### src/rtl/axi4_lite_bram_bridge_if.sv
// AXI4-Lite bus bundle between a CPU-side master and the BRAM bridge slave.
// A transfer occurs on a rising edge where valid and ready are both high; the source holds valid and payload stable until then, and ready may depend combinationally on valid.
interface axi4_lite_bram_bridge_if #(
  parameter int ADDR_WIDTH = 12,
  parameter int DATA_WIDTH = 32
);
  localparam int STRB = DATA_WIDTH / 8;

  logic [ADDR_WIDTH-1:0] s_axi_awaddr;
  logic                  s_axi_awvalid;
  logic                  s_axi_awready;
  logic [DATA_WIDTH-1:0] s_axi_wdata;
  logic [STRB-1:0]       s_axi_wstrb;
  logic                  s_axi_wvalid;
  logic                  s_axi_wready;
  logic [1:0]            s_axi_bresp;
  logic                  s_axi_bvalid;
  logic                  s_axi_bready;
  logic [ADDR_WIDTH-1:0] s_axi_araddr;
  logic                  s_axi_arvalid;
  logic                  s_axi_arready;
  logic [DATA_WIDTH-1:0] s_axi_rdata;
  logic [1:0]            s_axi_rresp;
  logic                  s_axi_rvalid;
  logic                  s_axi_rready;

  modport slave (
    input  s_axi_awaddr, s_axi_awvalid, s_axi_wdata, s_axi_wstrb, s_axi_wvalid,
           s_axi_bready, s_axi_araddr, s_axi_arvalid, s_axi_rready,
    output s_axi_awready, s_axi_wready, s_axi_bresp, s_axi_bvalid,
           s_axi_arready, s_axi_rdata, s_axi_rresp, s_axi_rvalid
  );

  modport master (
    output s_axi_awaddr, s_axi_awvalid, s_axi_wdata, s_axi_wstrb, s_axi_wvalid,
           s_axi_bready, s_axi_araddr, s_axi_arvalid, s_axi_rready,
    input  s_axi_awready, s_axi_wready, s_axi_bresp, s_axi_bvalid,
           s_axi_arready, s_axi_rdata, s_axi_rresp, s_axi_rvalid
  );
endinterface

### src/rtl/axi4_lite_bram_bridge.sv
// AXI4-Lite slave onto one single-port BRAM port: one outstanding access, fair read/write
// arbitration, SLVERR for word indices beyond the populated depth.
module axi4_lite_bram_bridge #(
  parameter int ADDR_WIDTH = 12,
  parameter int DATA_WIDTH = 32,
  parameter int RD_LATENCY = 1,
  parameter int MEM_DEPTH  = 1024
) (
  input  logic                      s_axi_aclk,
  input  logic                      s_axi_areset,
  axi4_lite_bram_bridge_if.slave    s_axi,
  output logic                      bram_en_a,
  output logic [DATA_WIDTH/8-1:0]   bram_we_a,
  output logic [ADDR_WIDTH-1:0]     bram_addr_a,
  output logic [DATA_WIDTH-1:0]     bram_wrdata_a,
  input  logic [DATA_WIDTH-1:0]     bram_rddata_a,
  output logic [2:0]                dbg_state
);
  localparam int STRB = DATA_WIDTH / 8;
  localparam int ALSB = $clog2(STRB);
  localparam int IW   = ADDR_WIDTH - ALSB;
  localparam logic [ADDR_WIDTH:0] DEPTH_W = (ADDR_WIDTH+1)'(MEM_DEPTH);
  localparam logic PRIO_WR = 1'b0;
  localparam logic [1:0] RESP_OKAY = 2'b00;
  localparam logic [1:0] RESP_SLVERR = 2'b10;

  typedef enum logic [2:0] {
    S_IDLE  = 3'd0,
    S_WR    = 3'd1,
    S_WRESP = 3'd2,
    S_RD    = 3'd3,
    S_RWAIT = 3'd4,
    S_RRESP = 3'd5
  } state_t;

  state_t                state_q, state_d;
  logic                  aw_held_q, aw_held_d;
  logic                  w_held_q, w_held_d;
  logic [IW-1:0]         waddr_q, waddr_d;
  logic [IW-1:0]         raddr_q, raddr_d;
  logic [DATA_WIDTH-1:0] wdata_q, wdata_d;
  logic [STRB-1:0]       wstrb_q, wstrb_d;
  logic                  prio_q, prio_d;
  logic [1:0]            cnt_q, cnt_d;
  logic [DATA_WIDTH-1:0] rdata_q, rdata_d;
  logic [1:0]            rresp_q, rresp_d;
  logic [1:0]            bresp_q, bresp_d;

  logic awready_c, wready_c, arready_c, bvalid_c, rvalid_c;
  logic aw_hs, w_hs, ar_hs, want_wr, w_ok, r_ok;
  logic en_c;
  logic [STRB-1:0]       we_c;
  logic [ADDR_WIDTH-1:0] addr_c;
  logic [DATA_WIDTH-1:0] wrdata_c;

  // Low address bits select bytes within a word and play no part in the access.
  logic unused_addr_lsbs;
  assign unused_addr_lsbs = ^{s_axi.s_axi_awaddr[ALSB-1:0], s_axi.s_axi_araddr[ALSB-1:0]};

  assign w_ok = ({{(ALSB+1){1'b0}}, waddr_q} < DEPTH_W);
  assign r_ok = ({{(ALSB+1){1'b0}}, raddr_q} < DEPTH_W);

  always_comb begin
    state_d   = state_q;
    aw_held_d = aw_held_q;
    w_held_d  = w_held_q;
    waddr_d   = waddr_q;
    raddr_d   = raddr_q;
    wdata_d   = wdata_q;
    wstrb_d   = wstrb_q;
    prio_d    = prio_q;
    cnt_d     = cnt_q;
    rdata_d   = rdata_q;
    rresp_d   = rresp_q;
    bresp_d   = bresp_q;
    awready_c = 1'b0;
    wready_c  = 1'b0;
    arready_c = 1'b0;
    bvalid_c  = 1'b0;
    rvalid_c  = 1'b0;
    aw_hs     = 1'b0;
    w_hs      = 1'b0;
    ar_hs     = 1'b0;
    en_c      = 1'b0;
    we_c      = '0;
    addr_c    = '0;
    wrdata_c  = '0;
    want_wr   = (aw_held_q | s_axi.s_axi_awvalid) & (w_held_q | s_axi.s_axi_wvalid);

    case (state_q)
      S_IDLE: begin
        // A read may only start when no write half is parked and writes don't hold priority.
        arready_c = !aw_held_q && !w_held_q && (!want_wr || (prio_q != PRIO_WR));
        ar_hs     = arready_c && s_axi.s_axi_arvalid;
        awready_c = !aw_held_q && !ar_hs;
        wready_c  = !w_held_q && !ar_hs;
        aw_hs     = awready_c && s_axi.s_axi_awvalid;
        w_hs      = wready_c && s_axi.s_axi_wvalid;
        if (aw_hs) begin
          aw_held_d = 1'b1;
          waddr_d   = s_axi.s_axi_awaddr[ADDR_WIDTH-1:ALSB];
        end
        if (w_hs) begin
          w_held_d = 1'b1;
          wdata_d  = s_axi.s_axi_wdata;
          wstrb_d  = s_axi.s_axi_wstrb;
        end
        if (ar_hs) begin
          raddr_d = s_axi.s_axi_araddr[ADDR_WIDTH-1:ALSB];
          prio_d  = !prio_q;
          state_d = S_RD;
        end else if ((aw_held_q || aw_hs) && (w_held_q || w_hs)) begin
          aw_held_d = 1'b0;
          w_held_d  = 1'b0;
          prio_d    = !prio_q;
          state_d   = S_WR;
        end
      end
      S_WR: begin
        if (w_ok) begin
          en_c     = 1'b1;
          we_c     = wstrb_q;
          addr_c   = {waddr_q, {ALSB{1'b0}}};
          wrdata_c = wdata_q;
        end
        bresp_d = w_ok ? RESP_OKAY : RESP_SLVERR;
        state_d = S_WRESP;
      end
      S_WRESP: begin
        bvalid_c = 1'b1;
        if (s_axi.s_axi_bready) state_d = S_IDLE;
      end
      S_RD: begin
        if (r_ok) begin
          en_c    = 1'b1;
          addr_c  = {raddr_q, {ALSB{1'b0}}};
          cnt_d   = 2'(RD_LATENCY - 1);
          state_d = S_RWAIT;
        end else begin
          rdata_d = '0;
          rresp_d = RESP_SLVERR;
          state_d = S_RRESP;
        end
      end
      S_RWAIT: begin
        if (cnt_q == 2'd0) begin
          rdata_d = bram_rddata_a;
          rresp_d = RESP_OKAY;
          state_d = S_RRESP;
        end else begin
          cnt_d = cnt_q - 2'd1;
        end
      end
      S_RRESP: begin
        rvalid_c = 1'b1;
        if (s_axi.s_axi_rready) state_d = S_IDLE;
      end
      default: state_d = S_IDLE;
    endcase

    if (s_axi_areset) begin
      awready_c = 1'b0;
      wready_c  = 1'b0;
      arready_c = 1'b0;
      bvalid_c  = 1'b0;
      rvalid_c  = 1'b0;
      en_c      = 1'b0;
      we_c      = '0;
      addr_c    = '0;
      wrdata_c  = '0;
    end
  end

  always_ff @(posedge s_axi_aclk) begin
    if (s_axi_areset) begin
      state_q   <= S_IDLE;
      aw_held_q <= 1'b0;
      w_held_q  <= 1'b0;
      waddr_q   <= '0;
      raddr_q   <= '0;
      wdata_q   <= '0;
      wstrb_q   <= '0;
      prio_q    <= PRIO_WR;
      cnt_q     <= '0;
      rdata_q   <= '0;
      rresp_q   <= '0;
      bresp_q   <= '0;
    end else begin
      state_q   <= state_d;
      aw_held_q <= aw_held_d;
      w_held_q  <= w_held_d;
      waddr_q   <= waddr_d;
      raddr_q   <= raddr_d;
      wdata_q   <= wdata_d;
      wstrb_q   <= wstrb_d;
      prio_q    <= prio_d;
      cnt_q     <= cnt_d;
      rdata_q   <= rdata_d;
      rresp_q   <= rresp_d;
      bresp_q   <= bresp_d;
    end
  end

  assign s_axi.s_axi_awready = awready_c;
  assign s_axi.s_axi_wready  = wready_c;
  assign s_axi.s_axi_arready = arready_c;
  assign s_axi.s_axi_bvalid  = bvalid_c;
  assign s_axi.s_axi_rvalid  = rvalid_c;
  assign s_axi.s_axi_bresp   = s_axi_areset ? 2'b00 : bresp_q;
  assign s_axi.s_axi_rresp   = s_axi_areset ? 2'b00 : rresp_q;
  assign s_axi.s_axi_rdata   = s_axi_areset ? '0 : rdata_q;
  assign bram_en_a           = en_c;
  assign bram_we_a           = we_c;
  assign bram_addr_a         = addr_c;
  assign bram_wrdata_a       = wrdata_c;
  assign dbg_state           = s_axi_areset ? 3'd0 : state_q;
endmodule

### src/flat_wrapper.sv
// flat-port wrapper written by rule: the top's interface ports become plain ports
module axi4_lite_bram_bridge_flat 
#(
  parameter int ADDR_WIDTH = 12,
  parameter int DATA_WIDTH = 32,
  parameter int RD_LATENCY = 1,
  parameter int MEM_DEPTH  = 1024
)
  (s_axi_aclk, s_axi_areset, bram_en_a, bram_we_a, bram_addr_a, bram_wrdata_a, bram_rddata_a, dbg_state, s_axi_s_axi_awaddr, s_axi_s_axi_awvalid, s_axi_s_axi_wdata, s_axi_s_axi_wstrb, s_axi_s_axi_wvalid, s_axi_s_axi_bready, s_axi_s_axi_araddr, s_axi_s_axi_arvalid, s_axi_s_axi_rready, s_axi_s_axi_awready, s_axi_s_axi_wready, s_axi_s_axi_bresp, s_axi_s_axi_bvalid, s_axi_s_axi_arready, s_axi_s_axi_rdata, s_axi_s_axi_rresp, s_axi_s_axi_rvalid);
  axi4_lite_bram_bridge_if #(.ADDR_WIDTH(ADDR_WIDTH), .DATA_WIDTH(DATA_WIDTH)) s_axi_i ();
  input  logic s_axi_aclk;
  input  logic s_axi_areset;
  output logic bram_en_a;
  output logic [DATA_WIDTH/8-1:0] bram_we_a;
  output logic [ADDR_WIDTH-1:0] bram_addr_a;
  output logic [DATA_WIDTH-1:0] bram_wrdata_a;
  input  logic [DATA_WIDTH-1:0] bram_rddata_a;
  output logic [2:0] dbg_state;
  input wire logic [$bits(s_axi_i.s_axi_awaddr)-1:0] s_axi_s_axi_awaddr;
  input wire logic [$bits(s_axi_i.s_axi_awvalid)-1:0] s_axi_s_axi_awvalid;
  input wire logic [$bits(s_axi_i.s_axi_wdata)-1:0] s_axi_s_axi_wdata;
  input wire logic [$bits(s_axi_i.s_axi_wstrb)-1:0] s_axi_s_axi_wstrb;
  input wire logic [$bits(s_axi_i.s_axi_wvalid)-1:0] s_axi_s_axi_wvalid;
  input wire logic [$bits(s_axi_i.s_axi_bready)-1:0] s_axi_s_axi_bready;
  input wire logic [$bits(s_axi_i.s_axi_araddr)-1:0] s_axi_s_axi_araddr;
  input wire logic [$bits(s_axi_i.s_axi_arvalid)-1:0] s_axi_s_axi_arvalid;
  input wire logic [$bits(s_axi_i.s_axi_rready)-1:0] s_axi_s_axi_rready;
  output wire logic [$bits(s_axi_i.s_axi_awready)-1:0] s_axi_s_axi_awready;
  output wire logic [$bits(s_axi_i.s_axi_wready)-1:0] s_axi_s_axi_wready;
  output wire logic [$bits(s_axi_i.s_axi_bresp)-1:0] s_axi_s_axi_bresp;
  output wire logic [$bits(s_axi_i.s_axi_bvalid)-1:0] s_axi_s_axi_bvalid;
  output wire logic [$bits(s_axi_i.s_axi_arready)-1:0] s_axi_s_axi_arready;
  output wire logic [$bits(s_axi_i.s_axi_rdata)-1:0] s_axi_s_axi_rdata;
  output wire logic [$bits(s_axi_i.s_axi_rresp)-1:0] s_axi_s_axi_rresp;
  output wire logic [$bits(s_axi_i.s_axi_rvalid)-1:0] s_axi_s_axi_rvalid;
  assign s_axi_i.s_axi_awaddr = s_axi_s_axi_awaddr;
  assign s_axi_i.s_axi_awvalid = s_axi_s_axi_awvalid;
  assign s_axi_i.s_axi_wdata = s_axi_s_axi_wdata;
  assign s_axi_i.s_axi_wstrb = s_axi_s_axi_wstrb;
  assign s_axi_i.s_axi_wvalid = s_axi_s_axi_wvalid;
  assign s_axi_i.s_axi_bready = s_axi_s_axi_bready;
  assign s_axi_i.s_axi_araddr = s_axi_s_axi_araddr;
  assign s_axi_i.s_axi_arvalid = s_axi_s_axi_arvalid;
  assign s_axi_i.s_axi_rready = s_axi_s_axi_rready;
  assign s_axi_s_axi_awready = s_axi_i.s_axi_awready;
  assign s_axi_s_axi_wready = s_axi_i.s_axi_wready;
  assign s_axi_s_axi_bresp = s_axi_i.s_axi_bresp;
  assign s_axi_s_axi_bvalid = s_axi_i.s_axi_bvalid;
  assign s_axi_s_axi_arready = s_axi_i.s_axi_arready;
  assign s_axi_s_axi_rdata = s_axi_i.s_axi_rdata;
  assign s_axi_s_axi_rresp = s_axi_i.s_axi_rresp;
  assign s_axi_s_axi_rvalid = s_axi_i.s_axi_rvalid;
  axi4_lite_bram_bridge #(.ADDR_WIDTH(ADDR_WIDTH), .DATA_WIDTH(DATA_WIDTH), .RD_LATENCY(RD_LATENCY), .MEM_DEPTH(MEM_DEPTH)) u_core (.s_axi_aclk(s_axi_aclk), .s_axi_areset(s_axi_areset), .s_axi(s_axi_i), .bram_en_a(bram_en_a), .bram_we_a(bram_we_a), .bram_addr_a(bram_addr_a), .bram_wrdata_a(bram_wrdata_a), .bram_rddata_a(bram_rddata_a), .dbg_state(dbg_state));
endmodule
### config.mk
export PLATFORM = sky130hd
export DESIGN_NAME = axi4_lite_bram_bridge_flat
export DESIGN_NICKNAME = d
export VERILOG_FILES = /design/src/rtl/axi4_lite_bram_bridge_if.sv /design/src/rtl/axi4_lite_bram_bridge.sv /design/src/flat_wrapper.sv
export SDC_FILE = /design/constraint.sdc
export NUM_CORES = 1
export LEC_CHECK = 0
export BUFFER_PORTS_ARGS = -buffer_cell sky130_fd_sc_hd__buf_2
export CORE_MARGIN = 8
export CORE_UTILIZATION = 30
export CTS_CLUSTER_DIAMETER = 120
export DETAILED_ROUTE_END_ITERATION = 8
export GPL_TIMING_DRIVEN = 0
export PLACE_DENSITY = 0.65
export SLEW_MARGIN = 20
export SYNTH_ARGS = -nofsm -noshare
export SYNTH_HDL_FRONTEND = slang
export SYNTH_SLANG_ARGS = --single-unit
export TNS_END_PERCENT = 1
### constraint.sdc
create_clock -name s_axi_aclk -period 1.85 [get_ports s_axi_aclk]
set_input_delay 0.2775 -clock s_axi_aclk [delete_from_list [all_inputs] [get_ports s_axi_aclk]]
set_output_delay 0.2775 -clock s_axi_aclk [all_outputs]
set_load 0.05 [all_outputs]
Word-level counts from Yosys, hierarchy flattened
Index checks and enable logic that the tools add are counted.
{"block": "classes", "muxes": 36, "n_bitwise": 3, "n_reduce_logical": 28, "n_addsub": 1, "eq_ne": 10}
{"op": "32-bit two-way mux", "count": 3}
{"op": "12-bit case mux with 2 select lines", "count": 1}
{"op": "1-bit two-way mux", "count": 20}
{"op": "3-bit two-way mux", "count": 6}
{"op": "3-bit case mux with 6 select lines", "count": 1}
{"op": "12-bit two-way mux", "count": 1}
{"op": "2-bit AND reduction", "count": 6}
{"op": "1-bit logical AND", "count": 8}
{"op": "4-bit two-way mux", "count": 2}
{"op": "3-bit by 2-bit == test with 1-bit output (second input constant)", "count": 2}
{"op": "3-bit == test (second input constant)", "count": 2}
{"op": "2-bit != test (second input constant)", "count": 3}
{"op": "1-bit zero test", "count": 5}
{"op": "2-bit case mux with 2 select lines", "count": 1}
{"op": "4-bit AND reduction", "count": 1}
{"op": "2-bit nonzero test", "count": 2}
{"op": "3-bit by 1-bit == test with 1-bit output (second input constant)", "count": 1}
{"op": "3-bit zero test", "count": 1}
{"op": "1-bit logical OR", "count": 3}
{"op": "3-bit by 1-bit != test with 1-bit output (second input constant)", "count": 1}
{"op": "2-bit zero test", "count": 1}
{"op": "2-bit two-way mux", "count": 1}
{"op": "2-bit by 1-bit != test with 1-bit output (second input constant)", "count": 1}
{"op": "1-bit bitwise OR", "count": 2}
{"op": "3 further kinds", "count": 3}
{"block": "word_totals", "regBits": 96, "elab_cells": 88, "in_bits": 99, "out_inout_bits": 93}

Depth between registers and ports, before layout
Gate-level depths: netlist (run 1).
{"block": "logic_depth", "word_depth": 14, "depth_mapped": 7, "depth_no_buf": 5}

Worst setup path before layout (run 1)
Ideal clock, no wire load.
{"block": "synth_timing", "path_kind": "register to output", "startpoint": "reg u_core.state_q[1]", "endpoint": "out s_axi_s_axi_wready", "setup_slack_ns": -0.758, "t_arrival_ns": 2.330, "path_stages_with_launch": 4, "n_path_buf": 1, "t_required_ns": 1.572, "cell_sequence": "dfxtp_1 -> or3_1 -> buf_2 -> nor4_1"}
{"block": "synth_between", "elab_chain_len": 3}
{"item": "start: declaration", "line": "axi4_lite_bram_bridge.sv:36", "source": "state_t state_q, state_d;"}
{"item": "start signal: assignment", "line": "axi4_lite_bram_bridge.sv:189", "source": "state_q <= state_d;"}
{"item": "3-bit zero test", "line": "axi4_lite_bram_bridge.sv:90", "source": "case (state_q)"}
{"item": "1-bit two-way mux", "line": "axi4_lite_bram_bridge.sv:90"}
{"item": "1-bit two-way mux", "line": "axi4_lite_bram_bridge.sv:161", "source": "if (s_axi_areset) begin"}
{"item": "end: declaration", "line": "flat_wrapper.sv:29", "source": "output wire logic [$bits(s_axi_i.s_axi_wready)-1:0] s_axi_s_axi_wready;"}
Every way passes these cells.

Final worst setup path (run 1)
{"block": "layout_timing", "startpoint": "reg u_core.state_q[2]", "endpoint": "out s_axi_s_axi_arready"}
{"block": "layout_between", "elab_chain_len": 3}
{"item": "3-bit zero test", "line": "axi4_lite_bram_bridge.sv:90"}
{"item": "1-bit two-way mux", "line": "axi4_lite_bram_bridge.sv:90"}
{"item": "1-bit two-way mux", "line": "axi4_lite_bram_bridge.sv:161"}
{"item": "end: declaration", "line": "flat_wrapper.sv:32", "source": "output wire logic [$bits(s_axi_i.s_axi_arready)-1:0] s_axi_s_axi_arready;"}
Every way passes these cells.

==> results.md, run 1 <==
* Status: finished, violations left
* Failing checks: setup timing
* Total gr overflow at 0
* Number of I/O port buffers at 181
* DP Area at 6160 um2
* Final setup vio count at 45
* RSZ-0062 raised after global routing: true
* Core area at 15800 um2
* Cts bufs inserted at 9
* DRT antenna net count at 0
* I/O Pins at 192
* Cell Pwr Density at 854 nW/um2
* CTS tree: built
* Cells after synthesis at 565
* Sequential share of power at 40.0%
* Syn-to-layout area delta at 47.1%
* Sequential-to-total area share from yosys stat at 39.6%
* H-tree lvl count at 3
* First DRT Iteration DRCs at 217
* Clk_lat worst skew at 340 ps
* TritonRoute pass-1 iters at 4
* Row count at 46
* Pleak at 2.97 nW
* Utilization after layout at 45.1%
* Max Slew Vio Count at 0
* Nets at 865
* Slew @ Worst Pin at 546 ps
* Drc violations at 0
* Fmax at 0.471 GHz
* Dpl hpwl at 10.7 mm
* Max-cap violations at 0
* Hold WS at 170 ps
* Vias/cell at 4.33
* Placer congestion estimate at 0.781
* First-pass GRT wire length at 22.3 mm
* Warnings from Yosys at 0
* Switching Share at 31.7%
* Startpoint Class: register
* P_sw at 1.93 mW
* Post-CTS Hold Buffers at 0
* Tot Pwr at 6.09 mW
* Worst EP required at 1570 ps
* Share of cells above drive strength 1 at 37.0%
* Clock share of power at 30.3%
* Most common cell after layout, fill and taps aside: buf_2
* Starting Density at 30.7%
* Fillers at 1546
* Routed WL at 14.5 mm
* # diodes at 0
* Total GRT Usage at 13.8%
* Hold WC Path Type: input pin to register
* Mapped cell area at 4850 um2
* Die height at 143 um
* Crit path time final at 2120 ps
* Ys flop type: dfxtp_1
* Crit end category: output pin
* Most frequent cells in the layout: buf_2, nand2b_1, dfxtp_1
* Die area at 20500 um2
* Vias in the first global route at 4246
* Register bit total from synthesis at 96
* Root buffer cell: clkbuf_16
* Kind of critical path: register to output pin
* CTS Buffer Depth at 2
* Distinct cells, synth at 40
* Fin Clk Skew at 8.26 ps
* Fraction of registers with async set/reset at 0%
* Vias at 4266
* Die width at 143 um
* Max FO, Critical Path at 3
* Initial antenna violation count at 0
* Setup TNS at -3150 ps
* Largest net degree at the start of global routing at 16
* Placement Setup Slack at -520 ps
* Peak supply drop at 0.621 mV
* Setup ws final at -272 ps
* Hold Fails Final Rpt at 0
* Mean post-synth cell area at 8.59 um2
* Finished Layout Cells at 986
* Avg WL per Cell at 14.7 um
* Final Cell Area at 7140 um2
* P_int at 4.16 mW
* Placed Cells at 967
* Crit path DAT at 1840 ps
* Post-synth EDFFs at 0
* Logic pwr share at 29.7%
* Clock sinks at 96
* Tcrit/Tclk final at 115%
* Worst-path clk slew at 70 ps
* Slew Limit Headroom at 63.6%
-- synthesized netlist by cell type, types with 2 or more instances --
| cell type | count | share of area, % |
|---|---|---|
| a221oi_1 | 3 | 0.54 |
| inv_1 | 10 | 0.77 |
| nor2b_1 | 36 | 4.6 |
| and2_1 | 36 | 4.6 |
| nor3_1 | 4 | 0.41 |
| clkbuf_1 | 33 | 2.6 |
| buf_4 | 7 | 1.1 |
| nand2_1 | 67 | 5.2 |
| nor2_1 | 18 | 1.4 |
| or3_1 | 2 | 0.26 |
| buf_2 | 5 | 0.52 |
| dfxtp_1 | 96 | 40 |
| a21oi_1 | 35 | 3.6 |
| a211o_1 | 2 | 0.36 |
| a2111oi_0 | 2 | 0.36 |
| nand2b_1 | 117 | 15 |
| mux2i_1 | 66 | 14 |
| buf_12 | 3 | 1.2 |
| nand3b_1 | 2 | 0.31 |
-- cell families (layout without fill, tap and decap cells) --
logic type | after synthesis | count (layout) | share of synthesized area (%)
compound gates | 49 | 49 | 6.16
fa+ha+maj | 1 | 1 | 0.258
buf+inv | 60 | 260 | 6.47
flops | 96 | 96 | 39.6
mux | 67 | 67 | 13.8
other cells | 1 | 6 | 0.0773
simple gates | 291 | 291 | 33.6
-- worst max-delay path, cell delays in order (launching register included) --
cell	delay (ps)
dfxtp_2	340
or3_4	390
or3_4	420
nor3_4	180
buf_6	180
-- final cells by class --
type	instances	area, um2	area share, %
Timing Repair Buffer	185	1370	19.2
Inverter	10	37.5	0.526
Tap cell	216	270	3.79
Multi-Input combinational cell	414	2870	40.2
Clock buffer	9	225	3.16
Buffer	49	370	5.19
Clock inverter	7	62.6	0.877
Sequential cell	96	1930	27.0
-- power groups by stage --
| stage | Sequential, mW | Combinational [mW] | Clock (mW) |
|---|---|---|---|
| after detailed placement | 2.46 | 1.58 | 0 |
| after CTS | 2.43 | 1.81 | 1.91 |
| after global placement | 2.46 | 1.57 | 0 |
| final | 2.44 | 1.81 | 1.85 |
| after global routing | 2.46 | 1.94 | 2.00 |
| after floorplan | 2.43 | 1.21 | 0 |
-- worst paths after layout --
check                                   startpoint                  end  slack [ps]  cells past startpoint
worst max-delay path             u_core.state_q[2]  s_axi_s_axi_arready        -270                      4
worst min-delay path             bram_rddata_a[10]   u_core.rdata_q[10]         170                      3
worst max register to register   u_core.state_q[2]   u_core.wdata_q[10]           0                      6
worst min register to register  u_core.rdata_q[22]   u_core.rdata_q[22]         450                      2
-- flip-flops by register name, summed over array words and instances, names as in the netlist --
register          cells
u_core.wdata_q       32
u_core.aw_held_q      1
u_core.wstrb_q        4
u_core.state_q        3
u_core.waddr_q       10
u_core.cnt_q          2
u_core.prio_q         1
u_core.raddr_q       10
u_core.rdata_q       32
u_core.w_held_q       1
-- timing repair --
item,CTS,global route
gates resized for setup,157,52
endpoints found under the setup margin,122,119
pin swaps,8,20
cloned,0,0
buffers inserted,4,0
-- metal layers --
| layer | vias to the layer above | part of all wire, % | track usage (%) |
|---|---|---|---|
| met4 | 0 | 0.74 | 3.52 |
| met2 | 96 | 50 | 23.5 |
| met5 | - | 0 | 0 |
| met3 | 5 | 5.4 | 3.64 |
| li1 | 2203 | - | - |
| met1 | 1962 | 44 | 16.8 |
(Power assumes the default switching activity.)
==> run 2: changes to the inputs <==
--- a/config.mk
+++ b/config.mk
@@ -7,11 +7,11 @@
 export LEC_CHECK = 0
 export BUFFER_PORTS_ARGS = -buffer_cell sky130_fd_sc_hd__buf_2
 export CORE_MARGIN = 8
-export CORE_UTILIZATION = 30
+export CORE_UTILIZATION = 48
 export CTS_CLUSTER_DIAMETER = 120
 export DETAILED_ROUTE_END_ITERATION = 8
 export GPL_TIMING_DRIVEN = 0
-export PLACE_DENSITY = 0.65
+export PLACE_DENSITY = 0.9
 export SLEW_MARGIN = 20
 export SYNTH_ARGS = -nofsm -noshare
 export SYNTH_HDL_FRONTEND = slang
==> results.md, run 2 (same netlist as run 1, synthesis figures left out) <==
* Initial antenna violation count at 0 (unchanged)
* Vias in the first global route at 4525 (+6.6%)
* DP Area at 6050 um2 (-1.8%)
* I/O Pins at 192 (unchanged)
* CP Launch Point: u_core.state_q[1]
* TritonRoute pass-1 iters at 4 (unchanged)
* Kind of critical path: register to output pin
* Hold Fails Final Rpt at 0 (unchanged)
* CTS tree: built
* Most frequent CP cell: buf_6
* RR Startpoint: u_core.state_q[1]
* Root buffer cell: clkbuf_8
* Max Slew Vio Count at 0 (unchanged)
* Max incr delay on CP at 370 ps (-50 ps)
* Multi-input logic area at 2820 um2 (-1.7%)
* Startpoint Class: register
* Fmax at 0.466 GHz (-1.1%)
* RSZ-0062 raised after global routing: true
* Setup ws final at -297 ps (-24.3 ps)
* Slew Limit Headroom at 67.9% (+4.3 points)
* Vias at 4394 (+3.0%)
* Clk_lat worst skew at 370 ps (+30 ps)
* Crit path DAT at 1870 ps (+30 ps)
* Routed WL at 14.2 mm (-1.9%)
* Most common cell after layout, fill and taps aside: buf_2
* Die area at 13600 um2 (-34%)
* Hold WS at 137 ps (-33.2 ps)
* Slew @ Worst Pin at 470 ps (-76.1 ps)
* Most frequent cells in the layout: buf_2, nand2b_1, dfxtp_1
* Drc violations at 0 (unchanged)
* Share of cells above drive strength 1 at 34.2% (-2.9 points)
* Nets at 868 (+0.35%)
* Buf/Inv on CP at 2 (+1)
* Starting Density at 49.6% (+19 points)
* Largest net degree at the start of global routing at 17 (+1)
* Tcrit/Tclk final at 116% (+1.3 points)
* Clock sinks at 96 (unchanged)
* Placer congestion estimate at 0.831 (+6.4%)
* Worst EP required at 1570 ps (about the same)
* Hold WC Path Type: input pin to register
* Die width at 117 um (-19%)
* Status: finished, violations left
* Largest regs: u_core.rdata_q: 32 flops, u_core.wdata_q: 32 flops
* Vias/cell at 4.84 (+12%)
* Dpl hpwl at 10.1 mm (-5.1%)
* DRT antenna net count at 0 (unchanged)
* Delay-heaviest family, CP: simple AND/OR/NAND/NOR gates
* Slowest CP cell: dfxtp_4
* Peak supply drop at 0.457 mV (-26%)
* First DRT Iteration DRCs at 211 (-2.8%)
* Fillers at 827 (-47%)
* Cts bufs inserted at 9 (unchanged)
* Syn-to-layout area delta at 38.1%
* Fin Clk Skew at 14.5 ps (+6.24 ps)
* Reg area at 1930 um2 (about the same)
* Failing checks: setup timing
* Avg WL per Cell at 15.7 um (+6.7%)
* Hold Startpoint: bram_rddata_a[27]
* Pleak at 2.85 nW (-4.2%)
* Placed Cells at 884 (-8.6%)
* Max FO, Critical Path at 4 (+1)
* Final Cell Area at 6700 um2 (-6.1%)
* Core area at 9770 um2 (-38%)
* Finished Layout Cells at 907 (-8.0%)
* Number of I/O port buffers at 181 (unchanged)
* Total gr overflow at 0 (unchanged)
* Utilization after layout at 68.5% (+23 points)
* Max-cap violations at 0 (unchanged)
* Worst-path clk slew at 110 ps (+40 ps)
* First-pass GRT wire length at 21.9 mm (-2.0%)
* H-tree lvl count at 3 (unchanged)
* Die height at 117 um (-19%)
* CTS Buffer Depth at 2 (unchanged)
* Crit end category: output pin
* Final setup vio count at 82 (+82%)
* Worst path cell trace: or3_1, buf_6, or3_4, nor3_4, buf_6
* Crit path time final at 2150 ps (+24.3 ps)
* Total GRT Usage at 20.2% (+6.3 points)
* Cell Pwr Density at 835 nW/um2 (-2.2%)
* Row count at 36 (-22%)
[run 2: cell count changes in the layout (fill, tap and decap cells not counted), sizes merged]
| cell | change |
|---|---|
| diode | +1 |
| clkbuf | +5 |
| inv | +2 |
| bufinv | -1 |
| clkinv | -3 |
[run 2: per-stage QoR]
stage          power (mW)  TNS, ps  setup WS, ps
3_5_place_dp         4.03   -29190          -671
3_3_place_gp         4.00   -29480          -690
5_1_grt              5.85   -21540          -391
6_report             5.59   -10300          -297
4_1_cts              5.54   -12540          -324
2_1_floorplan        3.64    -2410          -158
[run 2: metal layers]
metal / vias up / track usage (%) / wire [um]
li1: 2217 / - / -
met1: 2014 / 23.0 / 5970
met2: 151 / 35.2 / 6780
met3: 12 / 7.29 / 1320
met4: 0 / 4.69 / 153
met5: - / 0 / 0
[run 2: final cells by class]
| class | instances | area share (%) |
|---|---|---|
| antenna | 1 | 0.0374 |
| buffer | 50 | 5.36 |
| clock buffer | 11 | 2.26 |
| clock inverter | 5 | 0.579 |
| inverter | 10 | 0.560 |
| multi-input combinational | 414 | 42.1 |
| sequential | 96 | 28.8 |
| tap | 133 | 2.48 |
| timing repair buffer | 187 | 17.9 |
[run 2: what timing repair did]
action,4_1_cts,5_1_grt
gates resized for setup,110,23
buffers inserted,3,2
pin swaps,3,1
hold buffers,0,0
gates cloned,1,0
setup endpoints to repair,74,157
[run 2: worst register-to-register path, stage by stage (launching register included)]
cell and delay (ps):
dfxtp_4 370, or3_1 360, buf_6 130, buf_4 170, a2111oi_4 200, buf_6 230
buf_12 170, mux2i_1 200
[run 2: worst paths after layout]
check / slack, ps / cells past startpoint / endpoint
max reg2reg: -50 / 7 / u_core.wdata_q[10]
min: 140 / 3 / u_core.rdata_q[27]
min reg2reg: 450 / 2 / u_core.rdata_q[4]
max: -300 / 5 / s_axi_s_axi_arready
[run 2: power by group]
| part | switching (mW) | total, mW | internal, mW | leakage, nW |
|---|---|---|---|---|
| combinational | 0.996 | 1.82 | 0.825 | 1.97 |
| sequential | 0.139 | 2.43 | 2.29 | 0.782 |
| clock | 0.766 | 1.34 | 0.573 | 0.0963 |
